--- src/rtl/hazard_ctrl.sv ---
// Pipeline hazard controller: load-use stalls and ID-resolved branch flushes for the 5-stage core.
// Optional build macro HAZARD_STATS_EN adds saturating stall/flush cycle counters.
module hazard_ctrl #(
  parameter int unsigned LU_STALL = 1,
  parameter int unsigned BR_FLUSH = 1
) (
  input  logic       clk,
  input  logic       rst_n,
  input  logic [4:0] id_rs,
  input  logic [4:0] id_rt,
  input  logic       id_uses_rt,
  input  logic       ex_memread,
  input  logic [4:0] ex_rt,
  input  logic       br_taken,
  output logic       pc_write,
  output logic       ifid_hold,
  output logic       ifid_flush,
  output logic       idex_bubble,
  output logic       busy
`ifdef HAZARD_STATS_EN
  ,
  output logic [15:0] stall_cnt,
  output logic [15:0] flush_cnt
`endif
);

  typedef enum logic [1:0] {
    StRun   = 2'd0,
    StStall = 2'd1,
    StFlush = 2'd2
  } state_e;

  state_e     r_state;
  state_e     w_state_d;
  logic [2:0] r_cnt;
  logic [2:0] w_cnt_d;
  logic       w_lu;

  // $0 is hardwired to zero, so a load targeting it can never create a hazard.
  assign w_lu = ex_memread && (ex_rt != 5'd0) &&
                ((ex_rt == id_rs) || (id_uses_rt && (ex_rt == id_rt)));

  always_ff @(posedge clk) begin
    if (!rst_n) begin
      r_state <= StRun;
      r_cnt   <= 3'd0;
    end else begin
      r_state <= w_state_d;
      r_cnt   <= w_cnt_d;
    end
  end

  always_comb begin
    pc_write    = 1'b1;
    ifid_hold   = 1'b0;
    ifid_flush  = 1'b0;
    idex_bubble = 1'b0;
    busy        = 1'b0;
    w_state_d   = r_state;
    w_cnt_d     = r_cnt;
    if (!rst_n) begin
      pc_write    = 1'b0;
      ifid_flush  = 1'b1;
      idex_bubble = 1'b1;
    end else begin
      unique case (r_state)
        StRun: begin
          if (w_lu) begin
            pc_write    = 1'b0;
            ifid_hold   = 1'b1;
            idex_bubble = 1'b1;
            if (LU_STALL > 1) begin
              w_state_d = StStall;
              w_cnt_d   = 3'(LU_STALL - 1);
            end
          end else if (br_taken) begin
            ifid_flush = 1'b1;
            if (BR_FLUSH > 1) begin
              w_state_d = StFlush;
              w_cnt_d   = 3'(BR_FLUSH - 1);
            end
          end
        end
        StStall: begin
          pc_write    = 1'b0;
          ifid_hold   = 1'b1;
          idex_bubble = 1'b1;
          busy        = 1'b1;
          if (r_cnt <= 3'd1) begin
            w_state_d = StRun;
            w_cnt_d   = 3'd0;
          end else begin
            w_cnt_d = r_cnt - 3'd1;
          end
        end
        StFlush: begin
          ifid_flush  = 1'b1;
          idex_bubble = 1'b1;
          busy        = 1'b1;
          if (r_cnt <= 3'd1) begin
            w_state_d = StRun;
            w_cnt_d   = 3'd0;
          end else begin
            w_cnt_d = r_cnt - 3'd1;
          end
        end
        default: begin
          w_state_d = StRun;
          w_cnt_d   = 3'd0;
        end
      endcase
    end
  end

`ifdef HAZARD_STATS_EN
  logic [15:0] r_stall_cnt;
  logic [15:0] r_flush_cnt;

  always_ff @(posedge clk) begin
    if (!rst_n) begin
      r_stall_cnt <= 16'd0;
      r_flush_cnt <= 16'd0;
    end else begin
      if (ifid_hold && (r_stall_cnt != 16'hFFFF)) r_stall_cnt <= r_stall_cnt + 16'd1;
      if (ifid_flush && (r_flush_cnt != 16'hFFFF)) r_flush_cnt <= r_flush_cnt + 16'd1;
    end
  end

  assign stall_cnt = r_stall_cnt;
  assign flush_cnt = r_flush_cnt;
`else
  // Statistics counters are not built in this configuration.
`endif

endmodule

--- config.mk ---
export PLATFORM = sky130hd
export DESIGN_NAME = hazard_ctrl
export DESIGN_NICKNAME = d
export VERILOG_FILES = /design/src/rtl/hazard_ctrl.sv
export SDC_FILE = /design/constraint.sdc
export NUM_CORES = 1
export LEC_CHECK = 0
export CORE_AREA = 10 10 47 49
export DETAILED_ROUTE_END_ITERATION = 12
export DIE_AREA = 0 0 57 59
export PLACE_DENSITY_LB_ADDON = 0.08
export SLEW_MARGIN = 10
export SYNTH_ARGS = -nofsm -noshare
export SYNTH_HDL_FRONTEND = slang
export SYNTH_SLANG_ARGS = --single-unit
--- constraint.sdc ---
create_clock -name clk -period 3 [get_ports clk]
set_input_delay 0.6 -clock clk [delete_from_list [all_inputs] [get_ports clk]]
set_output_delay 0.6 -clock clk [all_outputs]
set_load 0.02 [all_outputs]
Word-level counts from Yosys, hierarchy flattened
Index checks and enable logic that the tools add are counted.
{ "op_classes": {"n_reduce_logical": 8, "bitwise_logic": 1, "addsub": 1, "n_eq_ne": 5, "muxes": 18, "order_cmp": 1} }
{ "ops": {"columns": ["operator", "count"], "rows": [
  ["$eq A5 B5 Y1", 2],
  ["$mux W1", 10],
  ["$pmux W1 S2", 4],
  ["$pmux W3 S2", 1],
  ["$reduce_bool A5 Y1", 1],
  ["$pmux W2 S2", 1],
  ["$le A3 B1 Y1 const B", 1],
  ["$logic_and A1 B1 Y1", 3],
  ["$mux W3", 1],
  ["$sub A3 B1 Y3 const B", 1],
  ["$eq A2 B1 Y1 const B", 1],
  ["$eq A2 B2 Y1 const B", 1],
  ["$logic_not A2 Y1", 1],
  ["$mux W2", 1],
  ["$ne A2 B1 Y1 const B", 1],
  ["$reduce_and A2 Y1", 1],
  ["$reduce_or A2 Y1", 1],
  ["$logic_or A1 B1 Y1", 1],
  ["$not A1 Y1", 1]
]} }
{ "word_totals": {"output_inout_bits": 5, "ff_bits": 5} }

Depth between registers and ports, before layout
Gate-level depths: netlist of run 1.
{ "depth": {"ltp_word": 7, "depth_mapped": 4, "mapped_depth_nobuf": 4} }

Worst setup path after synthesis of run 1
No wires, ideal clock.
{ "synth_timing": {"path_kind": "input to output", "startpoint": "in ex_rt[4]", "endpoint": "out idex_bubble", "required_time_ns": 2.400, "stages": 4, "arrival_time_ns": 1.674, "n_path_buf": 0, "setup_slack_ns": 0.726, "cell_sequence": "xor2_1 > nor4_2 > a32oi_1 > o21ai_0"} }
{ "synth_via": {"elab_chain_cells": 7, "word_cells_on_any_way": 10, "classes_between": "eq/ne (2); mux (3); reduce/logical (5)"} }
{ "synth_lines": {"columns": ["item", "line", "text"], "rows": [
  ["from (decl)", "13", "input logic [4:0] ex_rt,"],
  ["$eq A5 B5 Y1", "41", "((ex_rt == id_rs) || (id_uses_rt && (ex_rt == id_rt)));"],
  ["$logic_and A1 B1 Y1", "41", null],
  ["$logic_or A1 B1 Y1", "41", null],
  ["$logic_and A1 B1 Y1 (*)", "40", "assign w_lu = ex_memread && (ex_rt != 5'd0) &&"],
  ["$mux W1 (*)", "68", "if (w_lu) begin"],
  ["$pmux W1 S2 (*)", "66", "unique case (r_state)"],
  ["$mux W1 (*)", "61", "if (!rst_n) begin"],
  ["to (decl)", "18", "output logic idex_bubble,"]
]} }
Mark *: on every way between the ends. The rest lies on a longest branch, timed or not.

Worst setup path in the final report of run 1
{ "layout_timing": {"startpoint": "in ex_rt[3]", "endpoint": "out pc_write"} }
{ "layout_via": {"elab_chain_cells": 7, "word_cells_on_any_way": 10, "classes_between": "eq/ne (2); mux (3); reduce/logical (5)"} }
{ "layout_lines": {"columns": ["item", "line", "text"], "rows": [
  ["$eq A5 B5 Y1", "41", null],
  ["$logic_and A1 B1 Y1", "41", null],
  ["$logic_or A1 B1 Y1", "41", null],
  ["$logic_and A1 B1 Y1 (*)", "40", null],
  ["$mux W1 (*)", "68", null],
  ["$pmux W1 S2 (*)", "66", null],
  ["$mux W1 (*)", "61", null],
  ["to (decl)", "15", "output logic pc_write,"]
]} }
Marks and branches as above.

==> results.json, run 1 <==
{
  "period_share_pct": 96.2,
  "ant_nets": 0,
  "num_rows": 14,
  "synth_top_area_share_pct": 43.4,
  "outcome": "complete, no violations",
  "avgRoutedWirePerCell_microns": 11.4,
  "die_area_sq_mm": 0.00336,
  "wl_met1_microns": 305,
  "num_vias": 254,
  "numPortBuffers": 23,
  "cp-end-kind": "output pin",
  "synth.top_cells.by_area": "xor2_1, nor4_2, nor3_1",
  "yosysSeqAreaShare_pct": 0,
  "die_w_microns": 57,
  "place_area_sq_um": 454,
  "finalPower_uw": 60.4,
  "drive_above_1_share_pct": 14.0,
  "synth.most_common_cell": "xor2_1",
  "globalplace.congestion": 0.738,
  "clockBufferCount": 0,
  "syn_nets": 44,
  "crit_type": "input pin to output pin",
  "max_freq_mhz": 346,
  "rsz0062_at_grt": "no",
  "netlist_instances": 24,
  "p_leak_nw": 0.186,
  "place_hpwl_microns": 712,
  "synth.avg_cell_area_sq_um": 7.56,
  "chipHeight_microns": 59,
  "slew_violations": 0,
  "ys_types": 15,
  "dr_wl_met2_microns": 352,
  "track_usage_pct": 3.80,
  "worstPathMaxFanout": 4,
  "firstDrtPassIters": 2,
  "p_per_area_mw_per_mm2": 132,
  "start_kind": "input pin",
  "setup_viol": 0,
  "grt_pass1_vias": 277,
  "hold_viol_final": 0,
  "start_util_pct": 12.9,
  "regArea_sq_um": 0,
  "dr_wl_met3_microns": 95,
  "via_per_inst": 3.85,
  "coreArea_sq_mm": 0.00140,
  "final_area_sq_um": 458,
  "wirelength_microns": 753,
  "finish.net_count": 72,
  "drt_iter0_drc": 1,
  "drc": 0,
  "dp_cells": 66,
  "antenna_found_initial": 0,
  "synth_area_leader_cell": "xor2_1",
  "yosys_warnings": 0,
  "period_needed_ns": 2.89,
  "grt_overflow": 0,
  "grt_max_degree": 5,
  "stdcell_count": 66,
  "crit_arrival_ns": 2.29,
  "hold_class": "input pin to output pin",
  "peakVddDrop_mv": 0.0425,
  "seq_cell_count": 0,
  "io_pins": 25,
  "cp.required_ns": 2.40,
  "synth_common_cells": "xor2_1, nor3_1",
  "grt_pass1_wl_mm": 1.12,
  "antennaDiodeCount": 0,
  "cap_violations": 0,
  "syn2layout_area_growth_pct": 152,
  "highest_layer": "met3",
  "syn_area_sq_um": 181
}
==> worst paths after layout <==
path	from	to	slack (ns)	cells past startpoint
setup / recovery	ex_rt[3]	pc_write	0.11	5
hold / removal	ex_memread	ifid_hold	2.08	4
==> cell usage in the layout (no fill, tap or decap) <==
| cell type | netlist | routed |
|---|---|---|
| dlygate4sd2_1 | 0 | 3 |
| o21ai_0 | 1 | 1 |
| inv_1 | 1 | 1 |
| o21ai_2 | 1 | 1 |
| nor4_2 | 1 | 1 |
| xnor2_1 | 1 | 1 |
| nand2b_1 | 1 | 1 |
| xor2_1 | 9 | 9 |
| clkdlybuf4s15_1 | 0 | 1 |
| nor2_1 | 1 | 1 |
| o21a_1 | 1 | 1 |
| nor3_1 | 2 | 2 |
| buf_4 | 1 | 4 |
| o31a_1 | 1 | 1 |
| or4_1 | 1 | 1 |
| conb_1 | 1 | 1 |
| clkdlybuf4s50_1 | 0 | 19 |
| a32oi_2 | 0 | 1 |
==> report_power, final <==
group / switching, mW / total, mW / internal [mW]
Sequential: 0 / 0 / 0
Combinational: 0.0231 / 0.0604 / 0.0373
Clock: 0 / 0 / 0
==> final cells by class <==
type	count	area, sq um
multi-input cells	22	178
inverters	1	3.75
fillers	172	943
repair buffers	27	256
well taps	16	20.0
==> stage by stage <==
step	TNS, ns	setup slack, ns	utilization, %	hold WS, ns
final	0	0.113	32.7	2.08
after global routing	0	0.0148	32.7	2.13
after CTS	0	0.0774	32.1	2.09
after detailed placement	-0.631	-0.185	32.4	2.31
after global placement	-0.562	-0.147	32.4	2.30
after floorplan	0	0.726	-	1.35
==> cell families after synthesis <==
family | synth area share (%)
other | 2.07
and+or+nand+nor | 22.1
buffers and inverters | 6.21
xor gates and xnor gates | 48.3
AOI/OAI and AO/OA | 21.4
==> layer usage <==
metal / vias to the layer above / track usage (%)
met5: - / 0
met3: 0 / 1.93
met4: 0 / 0
met2: 16 / 6.82
met1: 104 / 4.16
li1: 134 / -
==> what timing repair did <==
action / CTS / global route
endpoints found under the setup margin: 4 / 2
hold buffers: 0 / 0
buffers inserted: 0 / 0
resized for setup: 4 / 2
pin swaps: 0 / 0
==> critical path, stage by stage <==
cell	delay, ns
clkdlybuf4s50_1	0.45
or4_1	0.56
o21ai_2	0.19
o21a_1	0.16
dlygate4sd2_1	0.34
Note: power is estimated with default switching activity, not from simulation.
==> inputs of run 2 (changes only) <==
--- a/config.mk
+++ b/config.mk
@@ -5,9 +5,9 @@
 export SDC_FILE = /design/constraint.sdc
 export NUM_CORES = 1
 export LEC_CHECK = 0
-export CORE_AREA = 10 10 47 49
+export CORE_AREA = 2 2 39 41
 export DETAILED_ROUTE_END_ITERATION = 12
-export DIE_AREA = 0 0 57 59
+export DIE_AREA = 0 0 41 43
 export PLACE_DENSITY_LB_ADDON = 0.08
 export SLEW_MARGIN = 10
 export SYNTH_ARGS = -nofsm -noshare
==> constraint.sdc (replaced) <==
create_clock -name clk -period 3 [get_ports clk]
set_input_delay 0.45 -clock clk [delete_from_list [all_inputs] [get_ports clk]]
set_output_delay 0.45 -clock clk [all_outputs]
set_load 0.02 [all_outputs]
==> run 2 against run 1 <==
Utilization down 2.0 points. Global-route usage up 2.6 points. First-iteration DRC count down 100%. Design area down 7.4%. Non-clock buffer count down 4. Setup slack better by 0.030 ns. Critical endpoint is now ifid_flush. Flip-flop and latch count unchanged. Combinational power down 6.0%. Hold slack worse by 0.088 ns. Power down 5.9%. Critical path depth unchanged.
==> results.json, run 2 (same netlist as run 1, synthesis figures left out) <==
{
  "outcome": "complete, no violations",
  "start_util_pct": 13.1,
  "num_vias": 234,
  "holdPathStages": 4,
  "multi_input_area_sq_um": 170,
  "wirelength_microns": 537,
  "via_per_inst": 3.77,
  "p_leak_nw": 0.155,
  "globalplace.congestion": 0.658,
  "num_rows": 14,
  "hold_viol_final": 0,
  "coreArea_sq_mm": 0.00138,
  "peakVddDrop_mv": 0.0420,
  "cp-end-kind": "output pin",
  "antenna_found_initial": 0,
  "max_freq_mhz": 350,
  "cap_violations": 0,
  "die_w_microns": 41,
  "crit_arrival_ns": 2.41,
  "finalPower_uw": 56.8,
  "cts_resized": 0,
  "syn2layout_area_growth_pct": 134,
  "die_area_sq_mm": 0.00176,
  "ant_nets": 0,
  "startpoint": "ex_rt[3]",
  "place_hpwl_microns": 501,
  "slew_violations": 0,
  "antennaDiodeCount": 0,
  "hp-start": "ex_memread",
  "grt_pass1_wl_microns": 855,
  "cts-hold-fix-buffers": 0,
  "drt_iter0_drc": 0,
  "setup_viol": 0,
  "firstDrtPassIters": 1,
  "clockBufferCount": 0,
  "regArea_sq_um": 0,
  "p_per_area_mw_per_mm2": 134,
  "cp.required_ns": 2.55,
  "fill_cells": 151,
  "avgRoutedWirePerCell_microns": 8.66,
  "start_kind": "input pin",
  "grt_overflow": 0,
  "crit_end": "ifid_flush",
  "setup_tns_ns": 0,
  "chipHeight_microns": 43,
  "numPortBuffers": 23,
  "final_cell_mix": "clkdlybuf4s50_1, xor2_1, nor3_1",
  "setup_ws_ns": 0.143,
  "place_area_sq_um": 424,
  "track_usage_pct": 6.39,
  "period_needed_ns": 2.86,
  "dp_slack_ns": 0.120,
  "io_pins": 25,
  "rsz0062_at_grt": "no",
  "holdWs_ns": 1.99,
  "final_area_sq_um": 424,
  "worstPathMaxFanout": 4,
  "grt_pass1_vias": 228,
  "drc": 0,
  "period_share_pct": 95.2,
  "cts_setup_buffers": 0,
  "drive_above_1_share_pct": 4.35,
  "layout_commonest_cell": "clkdlybuf4s50_1",
  "seq_cell_count": 0,
  "finish.net_count": 68,
  "hold_class": "input pin to output pin",
  "grt_max_degree": 5,
  "crit_type": "input pin to output pin"
}
## run 2: power by group
part | switching [mW] | internal [mW] | total (mW)
Clock | 0 | 0 | 0
Sequential | 0 | 0 | 0
Combinational | 0.0213 | 0.0355 | 0.0568
## run 2: worst min path at each step
stage	endpoint	slack, ns
floorplan	pc_write	1.05
CTS	ifid_hold	2.00
global placement	ifid_hold	2.00
detailed placement	ifid_hold	2.00
global route	ifid_hold	2.02
finish	ifid_hold	1.99
## run 2: layer usage
metal	up-vias	routed length [microns]	GRT usage, %
met5	-	0	0
met4	0	0	0
met3	0	57	0
met2	12	279	12.5
met1	95	201	7.59
li1	127	-	-
## run 2: critical path, cell delays in order
cell	delay [ns]
clkdlybuf4s50_1	0.46
or4_1	0.56
o21ai_2	0.19
o31a_1	0.15
clkdlybuf4s50_1	0.61
## run 2: cell type report
| class | count | share of cell area (%) |
|---|---|---|
| tap | 16 | 4.72 |
| timing repair buffer | 23 | 54.3 |
| inverter | 1 | 0.885 |
| multi-input combinational | 22 | 40.1 |
## run 2: per-stage QoR
step,utilization [%],cells
6_report,30.7,62
5_1_grt,30.7,62
4_1_cts,30.7,62
3_5_place_dp,30.7,62
3_3_place_gp,30.7,62
2_1_floorplan,-,24
==> patch, RTL diff (config.mk and constraints of run 1) <==
Put a register stage on the output `pc_write`. The value now appears one clock later. The other outputs are not delayed to match.
--- a/src/rtl/hazard_ctrl.sv
+++ b/src/rtl/hazard_ctrl.sv
@@ -30,6 +30,8 @@
     StFlush = 2'd2
   } state_e;
 
+  logic pc_write_d;
+
   state_e     r_state;
   state_e     w_state_d;
   logic [2:0] r_cnt;
@@ -51,7 +53,7 @@
   end
 
   always_comb begin
-    pc_write    = 1'b1;
+    pc_write_d  = 1'b1;
     ifid_hold   = 1'b0;
     ifid_flush  = 1'b0;
     idex_bubble = 1'b0;
@@ -59,14 +61,14 @@
     w_state_d   = r_state;
     w_cnt_d     = r_cnt;
     if (!rst_n) begin
-      pc_write    = 1'b0;
+      pc_write_d  = 1'b0;
       ifid_flush  = 1'b1;
       idex_bubble = 1'b1;
     end else begin
       unique case (r_state)
         StRun: begin
           if (w_lu) begin
-            pc_write    = 1'b0;
+            pc_write_d  = 1'b0;
             ifid_hold   = 1'b1;
             idex_bubble = 1'b1;
             if (LU_STALL > 1) begin
@@ -82,7 +84,7 @@
           end
         end
         StStall: begin
-          pc_write    = 1'b0;
+          pc_write_d  = 1'b0;
           ifid_hold   = 1'b1;
           idex_bubble = 1'b1;
           busy        = 1'b1;
@@ -132,5 +134,9 @@
   // Statistics counters are not built in this configuration.
 `endif
 
+  always_ff @(posedge clk) begin
+    pc_write <= pc_write_d;
+  end
+
 endmodule
 
Check against the original RTL: not equivalent (Yosys sat finds a counterexample within 4 cycles, from zero or initial values and one cycle with rst_n low).
==> patch against run 1 <==
- setup slack gained 40 ps
- sequential cell count grew 1
- final cell count up 1.5%
- area after synthesis increased by 7.6%
- power increased by 22%
- die area is the same
- cell area increased by 0.55%
- sequential share of layout area grew 4.3 points
- routed wire length up 5.4%
- combinational power fell by 3%
- critical endpoint is now idex_bubble
- largest power group unchanged
==> patch: results (changes against run 1) <==
layout.cell_area.non_filler_sq_um: 460.4  # +0.55%
placed_area_sq_um: 467.9  # +3.0%
timing.hold.worst_path_depth: 2  # -2
synth_compound_area_frac: 0.1987  # -0.01508
area_growth_pct: 135.9
hold_path_class: "primary input to flip-flop"
num-nets-final: 73  # +1.4%
yosys.cell_types.count: 16  # +1
post-route-min-period_ps: 2848  # -39.66 ps
seqAreaFraction: 0.04348  # +0.04348
detail_route.iter0.violations: 0  # -1
num-fill-cells: 160  # -7.0%
vias_per_cell: 4.075  # +5.9%
groute.layer.met1.usage: 0.04524  # +0.003621
crit_arrival_ps: 2250  # -40 ps
drt_wl_total_um: 794  # +5.4%
total_switching_power_uw: 22.19  # -3.9%
detailroute.wirelength.met3_um: 139  # +46%
multi_input_area_share: 0.3560  # -0.03200
run_status: "finished clean"
leakage_nw: 0.1877  # +0.93%
detailroute.wirelength.met2_um: 324  # -8.0%
met2_usage: 0.06977  # +0.001550
timing.critical_path.slowest_cell_delay_ps: 450  # -110 ps
combinational_cell_power_uw: 58.8  # -3%
synth_area_leaders: "sky130_fd_sc_hd__xor2_1, sky130_fd_sc_hd__dfxtp_1, sky130_fd_sc_hd__nor3_1"
final_weighted_congestion_in_routability_driven_placement: 0.7096  # -3.8%
synth.net_count: 45  # +2.3%
endpoint: "idex_bubble"
global_route_wire_length_before_repair_um: 1242  # +11%
non_filler_cells_final: 67  # +1.5%
seq_area_frac_synth: 0.1026  # +0.1026
first_global_vias: 284  # +2.5%
critical-path-slowest-cell: "sky130_fd_sc_hd__clkdlybuf4s50_1"
first_pass_iters: 1  # -1
[patch: cell count changes in the layout (fill, tap and decap cells not counted)]
cell | before | now
sky130_fd_sc_hd__clkdlybuf4s15_1 | 1 | 0
sky130_fd_sc_hd__a32oi_2 | 1 | 0
sky130_fd_sc_hd__dlygate4sd2_1 | 3 | 2
sky130_fd_sc_hd__dfxtp_1 | 0 | 1
sky130_fd_sc_hd__nor4_1 | 0 | 1
sky130_fd_sc_hd__a32oi_1 | 0 | 1
sky130_fd_sc_hd__nor4_2 | 1 | 0
sky130_fd_sc_hd__clkbuf_2 | 0 | 1
sky130_fd_sc_hd__clkdlybuf4s50_1 | 19 | 20
[patch: worst min-delay path by stage]
stage               end  slack, ps  start
2_1_floorplan  pc_write        720  rst_n
3_3_place_gp   pc_write       1240  rst_n
3_5_place_dp   pc_write       1260  rst_n
4_1_cts        pc_write       1270  rst_n
5_1_grt        pc_write       1290  rst_n
6_report       pc_write       1260  rst_n
